`src/rtl/arb4_rr.sv`:
```
// rtl/arb4_rr.sv - four-requester round-robin arbiter with registered one-hot grant
// Optional grant timeout, MASK and TO pulse enabled by defining ARB4_TIMEOUT_EN.
module arb4_rr #(
    parameter int TIMEOUT = 16
) (
    input  logic       C,
    input  logic       CLRN,
    input  logic       CE,
    input  logic [3:0] R,
    output logic [3:0] G,
    output logic       GV,
    output logic [1:0] GID,
    output logic       TO
);

    typedef enum logic {IDLE, GRANT} state_t;

    state_t     state_q, state_d;
    logic [3:0] g_q, g_d;
    logic [1:0] gid_q, gid_d;
    logic [1:0] ptr_q, ptr_d;

    logic [3:0] elig;
    logic [3:0] arb_req;
    logic [1:0] arb_ptr;
    logic       found;
    logic [1:0] win;
    logic       owner_req;
    logic       timeout_hit;
    logic       revoke;
    logic       new_grant;

    if (TIMEOUT < 2 || TIMEOUT > 255) begin : g_bad_timeout
        $error("arb4_rr: TIMEOUT must be in 2..255");
    end

    assign owner_req = R[gid_q];
    assign revoke    = (state_q == GRANT) && (!owner_req || timeout_hit);
    // After a release or timeout the search restarts just past the old owner.
    assign arb_ptr   = (state_q == GRANT) ? gid_q + 2'd1 : ptr_q;
    // A timed-out owner still has R high; keep it out of this edge's search.
    assign arb_req   = timeout_hit ? (elig & ~g_q) : elig;
    assign new_grant = found && ((state_q == IDLE) || revoke);

    always_comb begin
        found = 1'b0;
        win   = arb_ptr;
        for (int i = 3; i >= 0; i--) begin
            if (arb_req[arb_ptr + 2'(i)]) begin
                found = 1'b1;
                win   = arb_ptr + 2'(i);
            end
        end
    end

    always_comb begin
        state_d = state_q;
        g_d     = g_q;
        gid_d   = gid_q;
        ptr_d   = ptr_q;
        case (state_q)
            IDLE: begin
                if (found) begin
                    state_d = GRANT;
                    g_d     = 4'b0001 << win;
                    gid_d   = win;
                end
            end
            GRANT: begin
                if (revoke) begin
                    ptr_d = gid_q + 2'd1;
                    if (found) begin
                        g_d   = 4'b0001 << win;
                        gid_d = win;
                    end else begin
                        state_d = IDLE;
                        g_d     = 4'b0000;
                        gid_d   = 2'd0;
                    end
                end
            end
            default: state_d = IDLE;
        endcase
    end

    always_ff @(posedge C or negedge CLRN) begin
        if (!CLRN) begin
            state_q <= IDLE;
            g_q     <= 4'b0000;
            gid_q   <= 2'd0;
            ptr_q   <= 2'd0;
        end else if (CE) begin
            state_q <= state_d;
            g_q     <= g_d;
            gid_q   <= gid_d;
            ptr_q   <= ptr_d;
        end
    end

`ifdef ARB4_TIMEOUT_EN
    localparam logic [7:0] CNT_LAST = 8'(TIMEOUT - 1);

    logic [7:0] cnt_q, cnt_d;
    logic [3:0] mask_q, mask_d;
    logic       to_q, to_d;

    assign elig        = R & ~mask_q;
    assign timeout_hit = (state_q == GRANT) && owner_req && (cnt_q == CNT_LAST);

    always_comb begin
        mask_d = mask_q & R;
        to_d   = 1'b0;
        cnt_d  = cnt_q;
        if (timeout_hit) begin
            mask_d[gid_q] = 1'b1;
            to_d          = 1'b1;
        end
        if (new_grant) begin
            cnt_d = 8'd0;
        end else if (state_q == GRANT && cnt_q != 8'hFF) begin
            cnt_d = cnt_q + 8'd1;
        end
    end

    always_ff @(posedge C or negedge CLRN) begin
        if (!CLRN) begin
            cnt_q  <= 8'd0;
            mask_q <= 4'b0000;
            to_q   <= 1'b0;
        end else if (CE) begin
            cnt_q  <= cnt_d;
            mask_q <= mask_d;
            to_q   <= to_d;
        end
    end

    assign TO = to_q;
`else
    assign elig        = R;
    assign timeout_hit = 1'b0;
    assign TO          = 1'b0;
`endif

    assign G   = g_q;
    assign GV  = |g_q;
    assign GID = gid_q;

endmodule

```
`config.mk`:
```
export PLATFORM = sky130hd
export DESIGN_NAME = arb4_rr
export DESIGN_NICKNAME = d
export VERILOG_FILES = /design/src/rtl/arb4_rr.sv
export SDC_FILE = /design/constraint.sdc
export NUM_CORES = 1
export LEC_CHECK = 0
export CAP_MARGIN = 25
export CORE_MARGIN = 10
export CORE_UTILIZATION = 35
export CTS_CLUSTER_SIZE = 30
export DETAILED_ROUTE_END_ITERATION = 10
export PLACE_DENSITY = 0.62
export SETUP_SLACK_MARGIN = 0.02
export SLEW_MARGIN = 20
export SYNTH_ARGS = -nofsm -noshare
export SYNTH_HDL_FRONTEND = slang
export SYNTH_SLANG_ARGS = --single-unit
```
`constraint.sdc`:
```
create_clock -name C -period 2.39 [get_ports C]
set_input_delay 0.239 -clock C [delete_from_list [all_inputs] [get_ports C]]
set_output_delay 0.239 -clock C [all_outputs]
set_load 0.02 [all_outputs]
```
==> impl_metrics.py <==
metrics = {
    "layout": {
        "fin_nets": 84,
        "area_growth_syn_to_layout_pct": 25.5,
        "multi_input_area_um2": 335,
        "n_antenna_cell": 0,
        "drive_gt1_share_pct": 9.21,
        "num-fill-cells": 155,
        "register_area_um2": 225,
    },
    "pwr": {
        "p_leak_uw": 0.000341,
        "total_power_uw": 906,
        "p_per_area_nw_per_um2": 1210,
        "ir_drop_mv": 0.528,
    },
    "logic_synthesis": {
        "ys_seq_elements": 9,
        "syn_area_um2": 599,
        "synthCells": 62,
        "ys_warn_count": 0,
        "syn_avg_cell_area_um2": 9.67,
        "yosys.cell_types.count": 28,
        "ys_seq_area_share_pct": 37.6,
        "syn-num-nets": 69,
    },
    "clocking": {
        "clock_path_buffers": 2,
        "cts-root-buf": "clkbuf_4",
        "clk_pin_slew_ps": 60,
        "cts.htree.levels": 1,
        "clock_sinks": 9,
        "insertion_delay_ps": 250,
        "cts_setup_buffers": 0,
        "cts_made_buffers": 3,
        "cts_tree": "built",
        "cts_hold_buf": 0,
        "cts-resized-gates": 0,
    },
    "drt": {
        "drcViolationCount": 0,
        "dr.pass1.iters": 4,
        "vias_per_cell": 5.47,
        "ant_nets": 0,
        "wl_met1_um": 583,
        "num_vias": 503,
        "wl_um": 1350,
        "drtIter0Drc": 11,
        "routedWlPerCell_um": 14.7,
        "wl_met3_um": 109,
        "top_layer": "met3",
        "dr_wl_met2_um": 659,
    },
    "job": {
        "cap_viol_max_count": 0,
    },
    "critical_path": {
        "arrival_ps": 1720,
        "cp_slowest_stage_delay_ps": 560,
        "worstSetupPathType": "reg -> out",
        "reg2reg_from": "GID[0]",
        "slowest_stage": "clkdlybuf4s50_1",
        "end_kind": "primary output",
        "crit_chain": "or4_1 -> clkdlybuf4s50_1",
        "cp_max_fo": 3,
        "worstPathRequired_ps": 2150,
        "cp-start-kind": "flop",
        "setup.worst_path.start": "G[1]",
    },
    "floorplan": {
        "initial_core_util_pct": 38.4,
        "rows": 14,
        "fp.dieArea_um2": 3770,
        "core_um2": 1560,
        "die_w_um": 61.4,
        "io_pins": 15,
        "die_h_um": 61.4,
    },
    "timing": {
        "fin_crit_sh_pct": 81.8,
        "finClkSkew_ps": 1.97,
        "hold_viol": 0,
        "fin_setup_tns_ps": 0,
        "rsz0062_at_grt": "false",
        "worst_slack_ps": 436,
        "maxSlewViolCount": 0,
        "fmax_mhz": 512,
        "finalSetupViolations": 0,
        "min_period_ps": 1950,
    },
    "placement": {
        "port_buffers": 13,
        "gp_congestion": 0.810,
        "dp_slack_ps": 330,
    },
    "global_route": {
        "grt_overflow": 0,
        "grtUsageTotal_pct": 8.69,
        "grt_antenna_before_repair": 0,
        "grt_max_degree": 11,
        "grt_pass1_vias": 499,
        "grt_pass1_wl_um": 2460,
    },
    "worst_hold_path": {
        "holdCritPathClass": "in -> async",
    },
    "outcome": {
        "status": "complete, no violations",
    },
}
[worst max-delay path: cells and delay by family, from the launching register on]
family | cells | cell delay [ps]
buffers and inverters | 1 | 560
DFF | 1 | 390
and+or+nand+nor | 1 | 510
[path summary, 6_finish.rpt]
kind / end / slack [ps] / depth (start not counted)
max: GV / 440 / 2
min: ptr_q[1] / 270 / 1
max reg2reg: ptr_q[1] / 520 / 4
min reg2reg: G[0] / 520 / 2
max in group asynchronous: GID[1] / 1840 / 1
min in group C: G[0] / 520 / 2
[through the flow]
step	hold WS, ps	util, %	instances	cell area, um^2
after floorplan	-56.6	-	62	599
after global placement	499	46.5	88	726
after detailed placement	503	46.5	88	726
after CTS	280	48.2	92	752
after global routing	296	48.2	92	752
final	271	48.2	92	752
[power by group]
part,internal (uW),total (uW),switching (uW)
clock,64.1,113,48.7
combinational,253,500,247
sequential,212,293,81.0
[synth_stat cells (all sizes together)]
| master | instances | area, um^2 |
|---|---|---|
| nor4b | 1 | 23.8 |
| nand2 | 6 | 22.5 |
| or4 | 1 | 7.51 |
| o31ai | 2 | 15.0 |
| o21ai | 4 | 20.0 |
| buf | 3 | 23.8 |
| dfrtp | 9 | 225 |
| o211ai | 1 | 7.51 |
| nand3 | 2 | 10.0 |
| a22o | 4 | 35.0 |
| a32o | 1 | 10.0 |
| mux4 | 1 | 22.5 |
| a211oi | 1 | 7.51 |
| conb | 1 | 3.75 |
| a32oi | 1 | 8.76 |
| nor2 | 4 | 15.0 |
| and3 | 1 | 11.3 |
| mux2 | 1 | 11.3 |
| a21oi | 2 | 10.0 |
| xor2 | 1 | 8.76 |
| o21a | 1 | 7.51 |
| nand2b | 3 | 18.8 |
| inv | 4 | 15.0 |
| mux2i | 3 | 30.0 |
| a21o | 3 | 22.5 |
| nor2b | 1 | 6.26 |
[registers in the layout, indices dropped and copies added, names as in the netlist]
register  count
G             4
state_q       1
GID           2
ptr_q         2
[layer usage]
metal | track usage [%] | vias to the layer above
met3 | 5.97 | 0
met2 | 12.4 | 9
met4 | 0.955 | 0
met5 | 0 | -
li1 | - | 251
met1 | 10.8 | 243
[layout by cell type, fill, tap and decap left out]
cell type,instances
xor2_1,1
a21oi_1,2
dfrtp_1,9
o211ai_1,1
a21o_1,3
and3_4,1
clkbuf_4,3
o31ai_1,2
nor2b_1,1
nor4b_4,1
nand2_1,6
a32oi_1,1
a211oi_1,1
inv_1,4
clkbuf_1,1
o21ai_0,4
clkdlybuf4s50_1,13
a32o_1,1
nand3_1,2
conb_1,1
mux4_2,1
mux2_2,1
nor2_1,4
or4_1,1
nand2b_1,3
o21a_1,1
mux2i_1,3
a22o_1,4
[final cells by class]
cell class / count / share of cell area [%]
Tap cell: 16 / 2.66
Sequential cell: 9 / 30.0
Multi-Input combinational cell: 46 / 44.6
Timing Repair Buffer: 13 / 17.3
Inverter: 4 / 2.00
Clock buffer: 4 / 3.49
[cell families after synthesis]
group	after synthesis	synth area share (%)
xor+xnor	1	1.46
compound gates	20	24.0
mux	5	10.6
other cells	1	0.626
flops	9	37.6
simple gates	19	19.2
buf+inv	7	6.47
(Power assumes the default switching activity.)
